==> src/rtl/pipe_flow_ctrl.sv <==
// Drives stall/en into the 5-stage pipeline tracker and decodes its stage-state
// bus into occupancy, a saturating retire count and a sticky illegal-code flag.
module pipe_flow_ctrl #(
  parameter int STALL_CYCLES = 2,
  parameter int DRAIN_CYCLES = 5,
  parameter int CNT_W        = 16
) (
  input  logic             clk,
  input  logic             rst,
  input  logic [14:0]      state_flat,
  input  logic             start,
  input  logic             halt_req,
  input  logic             hazard,
  output logic             stall,
  output logic             en,
  output logic             busy,
  output logic [2:0]       occupancy,
  output logic [CNT_W-1:0] retire_cnt,
  output logic             illegal,
  output logic [2:0]       fsm_state
);

  typedef enum logic [2:0] {
    S_IDLE  = 3'b000,
    S_RUN   = 3'b001,
    S_STALL = 3'b010,
    S_DRAIN = 3'b011,
    S_HALT  = 3'b100
  } state_t;

  localparam logic [3:0]       STALL_LOAD = 4'(STALL_CYCLES - 1);
  localparam logic [3:0]       DRAIN_LOAD = 4'(DRAIN_CYCLES - 1);
  localparam logic [CNT_W-1:0] CNT_MAX    = {CNT_W{1'b1}};
  localparam logic [CNT_W-1:0] CNT_ONE    = {{(CNT_W-1){1'b0}}, 1'b1};

  state_t           r_state;
  logic [3:0]       r_stall_cnt;
  logic [3:0]       r_drain_cnt;
  logic             r_halt_pend;
  logic             r_stall;
  logic             r_en;
  logic             r_busy;
  logic [2:0]       r_occupancy;
  logic [CNT_W-1:0] r_retire_cnt;
  logic             r_illegal;

  logic [2:0]       w_occ;
  logic             w_ill;
  logic             w_retire;

  // Outputs are computed from the next state so they line up with fsm_state.
  always_ff @(posedge clk or posedge rst) begin
    if (rst) begin
      r_state     <= S_IDLE;
      r_stall_cnt <= 4'd0;
      r_drain_cnt <= 4'd0;
      r_halt_pend <= 1'b0;
      r_stall     <= 1'b0;
      r_en        <= 1'b0;
      r_busy      <= 1'b0;
    end else begin
      case (r_state)
        S_IDLE, S_HALT: begin
          if (start) begin
            r_state <= S_RUN;
            r_en    <= 1'b1;
            r_stall <= 1'b0;
            r_busy  <= 1'b1;
          end
        end
        S_RUN: begin
          if (halt_req) begin
            r_state     <= S_DRAIN;
            r_drain_cnt <= DRAIN_LOAD;
            r_halt_pend <= 1'b0;
          end else if (hazard) begin
            r_state     <= S_STALL;
            r_stall_cnt <= STALL_LOAD;
            r_stall     <= 1'b1;
          end
        end
        S_STALL: begin
          if (halt_req) begin
            r_halt_pend <= 1'b1;
          end
          if (r_stall_cnt == 4'd0) begin
            r_stall <= 1'b0;
            if (r_halt_pend || halt_req) begin
              r_state     <= S_DRAIN;
              r_drain_cnt <= DRAIN_LOAD;
              r_halt_pend <= 1'b0;
            end else begin
              r_state <= S_RUN;
            end
          end else begin
            r_stall_cnt <= r_stall_cnt - 4'd1;
          end
        end
        S_DRAIN: begin
          if (r_drain_cnt == 4'd0) begin
            r_state <= S_HALT;
            r_en    <= 1'b0;
            r_busy  <= 1'b0;
          end else begin
            r_drain_cnt <= r_drain_cnt - 4'd1;
          end
        end
        default: begin
          r_state <= S_IDLE;
          r_stall <= 1'b0;
          r_en    <= 1'b0;
          r_busy  <= 1'b0;
        end
      endcase
    end
  end

  always_comb begin
    w_occ = 3'd0;
    w_ill = 1'b0;
    for (int i = 0; i < 5; i++) begin
      if (state_flat[3*i +: 3] != 3'b111) begin
        w_occ = w_occ + 3'd1;
      end
      if ((state_flat[3*i +: 3] == 3'b101) || (state_flat[3*i +: 3] == 3'b110)) begin
        w_ill = 1'b1;
      end
    end
  end

  // A retirement is the last stage holding WB while the tracker actually advances.
  assign w_retire = r_en && !r_stall && (state_flat[14:12] == 3'b100);

  always_ff @(posedge clk or posedge rst) begin
    if (rst) begin
      r_occupancy  <= 3'd0;
      r_retire_cnt <= '0;
      r_illegal    <= 1'b0;
    end else begin
      r_occupancy <= w_occ;
      r_illegal   <= r_illegal | w_ill;
      if (w_retire && (r_retire_cnt != CNT_MAX)) begin
        r_retire_cnt <= r_retire_cnt + CNT_ONE;
      end
    end
  end

  assign stall      = r_stall;
  assign en         = r_en;
  assign busy       = r_busy;
  assign occupancy  = r_occupancy;
  assign retire_cnt = r_retire_cnt;
  assign illegal    = r_illegal;
  assign fsm_state  = r_state;

endmodule

==> config.mk <==
export PLATFORM = sky130hd
export DESIGN_NAME = pipe_flow_ctrl
export DESIGN_NICKNAME = d
export VERILOG_FILES = /design/src/rtl/pipe_flow_ctrl.sv
export SDC_FILE = /design/constraint.sdc
export NUM_CORES = 1
export LEC_CHECK = 0
export ABC_AREA = 1
export CAP_MARGIN = 25
export CELL_PAD_IN_SITES_DETAIL_PLACEMENT = 0
export CELL_PAD_IN_SITES_GLOBAL_PLACEMENT = 1
export CORE_MARGIN = 1.5
export CORE_UTILIZATION = 40
export DETAILED_ROUTE_END_ITERATION = 8
export DONT_BUFFER_PORTS = 1
export PLACE_DENSITY_LB_ADDON = 0.1
export SYNTH_ARGS = -nofsm -noshare
export SYNTH_HDL_FRONTEND = slang
export SYNTH_SLANG_ARGS = --single-unit
==> constraint.sdc <==
create_clock -name clk -period 1.7 [get_ports clk]
set_clock_uncertainty 0.15 [all_clocks]
set_input_delay 0.425 -clock clk [delete_from_list [all_inputs] [get_ports clk]]
set_output_delay 0.425 -clock clk [all_outputs]
set_load 0.05 [all_outputs]
==> summary.txt <==
Die
  • Core area: 0.005473 mm²
  • Initial Util: 41.15%
  • Die Height: 78.04 µm
  • Die ar.: 0.006089 mm²
  • FP Rows: 27
  • Chip width: 78.04 µm
  • I/O pins: 46

Final layout
  • Fin area: 0.002964 mm²
  • Share of layout cells above drive strength 1: 30.03%
  • Multi-input gate area: 0.001401 mm²
  • Final #Nets: 410
  • Final Non-Filler Cells: 455
  • Reg area: 872.1 µm²
  • Commonest non-fill, non-tap cell in the layout: nand2_1
  • Fillers: 547
  • Most used cells in the layout excluding fill and tap cells: nand2_1, buf_4, nor2_1
  • Fin util: 54.16%
  • Antenna diodes: 0
  • Layout area overhead: 31.61%

Setup path
  • Buf/Inv on CP: 2
  • CP Cell Sequence: nand2_8 -> nor2_4 -> ha_4 -> inv_2 -> nand2_2 -> nand2_2 -> inv_2 -> ha_4 -> nand2_2 -> nand2_2 -> ha_4 -> nand2_4 -> xnor2_2 -> xor2_1
  • CP delay by family, top: adder cells
  • Worst path depth: 14
  • Nature of the critical path startpoint: input port
  • Critical Path AT: 1880 ps
  • Crit-path most repeated cell: nand2_2
  • Critical path data required time: 1730 ps
  • Worst path max stage delay: 250 ps
  • CP Capture Type: flop
  • Critical Path Fanout Max: 3
  • Reg2reg path depth: 8
  • CP Class: input port to flop
  • Critical Path Slowest Stage Cell: ha_4

Global route
  • Total gr overflow: 0
  • Gr usage total: 19.64%
  • Vias in the first global route: 2,206
  • First-pass GRT wire length: 9494 µm
  • Pin count of the biggest net entering global routing: 35
  • Number of antenna violations at the first check in global routing: 0

Logic synthesis
  • Post-synthesis register bit count: 34
  • Synth Area per Inst: 6.825 µm²
  • Synth warnings: 0
  • Post-synthesis sequential area ratio: 37.78%
  • Syn_nets: 358
  • Synth cell types: 27
  • Post-Syn Area: 0.002252 mm²
  • Syn Inst Count: 330

Routing
  • Detail Route Antenna Nets: 0
  • Remaining DRCs: 0
  • Via count: 2,154
  • First-pass DRT Iterations: 4
  • DR vias/cell: 4.734
  • Initial drt markers: 67
  • Post-Route WL: 5478 µm
  • Wirelength per Cell: 12.04 µm

Timing
  • Final Hold Fails: 0
  • Final setup viols: 2
  • Worst-Margin Slew: 471.1 ps
  • Fmax: 0.5397 GHz
  • Minimum clock period: 1853 ps
  • Fin. max-slew vios: 0
  • Final WS setup: -152.8 ps
  • Final period utilization: 109.0%
  • Hold Slack: 152.4 ps
  • Max-Slew Margin vs Limit: 68.59%
  • RSZ-0062 raised after global routing: true

Clocking
  • Worst-path clk slew: 70 ps
  • CTS Root Cell: clkbuf_8
  • Clock sink total: 34
  • Longest Clk Path Bufs: 2
  • H-tree depth: 2
  • Total CTS buffers: 5
  • Clk_lat worst skew: 290 ps
  • CTS tree: done

Placed design
  • DP Area: 0.002749 mm²
  • Routability Congestion: 0.7966
  • Dpl hpwl: 4120 µm
  • IO buf count: 0
  • Inst Count DP: 441

Run status
  • Failing checks: setup timing
  • Outcome: complete, but fails checks

Power and ir drop
  • Worst VDD drop: 1.082 mV
  • Power Total: 3.743 mW
  • P per Cell Area: 1263 mW/mm²
  • Static Leakage: 1.461 nW

Hold path
  • Hold path cells: 2
  • Class of the most critical hold timing path: input port to flop

Run
  • Max-cap violations: 0
==> flip-flops by register name (all words and copies together), names as in the netlist <==
register     count
illegal          1
occupancy        3
fsm_state        3
busy             1
r_drain_cnt      4
r_stall_cnt      4
stall            1
r_halt_pend      1
retire_cnt      16
==> cells by family after synthesis <==
logic type / synth area share, %
adder cells (fa/ha/maj): 4.445
XOR/XNOR: 4.278
AND/OR/NAND/NOR: 40.11
AO/OA/AOI/OAI: 6.056
buffers and inverters: 7.333
flip-flops: 37.78
==> through the flow <==
step	worst slack [ps]	TNS [ps]
floorplan	-396.5	-1281
global placement	-448.1	-849.4
detailed placement	-469.5	-886.2
CTS	-135.1	-140.0
global route	-241.9	-408.3
finish	-152.8	-226.4
==> worst register-to-register path, cell delays in order (launching register included) <==
cell and delay [ps]:
dfrtp_2 400, buf_4 220, nand3_1 140, nor2_1 250, nand3_1 120, nand2_1 90, nand2_1 50, nand2_1 60
nand2_1 50
==> worst paths after layout <==
| kind | from | to | slack (ps) |
|---|---|---|---|
| hold / removal | state_flat[5] | illegal | 150 |
| max in group asynchronous | rst | retire_cnt[10] | 510 |
| hold reg to reg | r_stall_cnt[0] | r_stall_cnt[0] | 340 |
| min in group asynchronous | rst | occupancy[2] | 530 |
| setup reg to reg | retire_cnt[1] | retire_cnt[13] | 90 |
| setup / recovery | state_flat[1] | occupancy[2] | -150 |
==> report_power, final <==
part	switching [mW]	leakage [nW]	total (mW)	internal [mW]
registers	0.222	0.416	1.22	0.996
logic	1.19	1.00	1.94	0.746
clock network	0.293	0.0395	0.584	0.291
==> routing by layer <==
metal | GRT usage [%] | wire, µm | vias up
met2 | 33.30 | 2580 | 40
met5 | 0 | 0 | -
met1 | 24.67 | 2573 | 980
li1 | - | - | 1127
met3 | 4.767 | 250 | 7
met4 | 6.071 | 75 | 0
==> cell usage after synthesis (all sizes together) <==
cell type | instances | area [µm²]
a21boi | 1 | 7.510
a31oi | 1 | 6.260
buf | 3 | 30.03
clkinv | 1 | 5.000
dfrtp | 34 | 850.8
ha | 8 | 100.1
inv | 34 | 130.1
nand2 | 145 | 561.8
nand3 | 22 | 115.1
nand4 | 5 | 31.28
nor2 | 38 | 152.6
nor3 | 1 | 10.01
nor3b | 1 | 7.510
o21ai | 18 | 101.4
o21bai | 2 | 15.01
o22ai | 1 | 6.260
or2 | 4 | 25.02
xnor2 | 8 | 70.07
xor2 | 3 | 26.28
==> repair_timing <==
item,in CTS,in global routing
endpoints found under the hold margin,26,0
hold buffers,1,0
pin swaps,8,14
endpoints found under the setup margin,2,15
setup buffers,2,4
resized for setup,5,22
==> cell type report <==
cell class | count | share of cell area [%]
clock buffers | 8 | 2.702
inverters | 35 | 4.770
multi-input cells | 258 | 47.28
flip-flops and latches | 34 | 29.42
well taps | 72 | 3.039
repair buffers | 48 | 12.79
(Power assumes the default switching activity.)
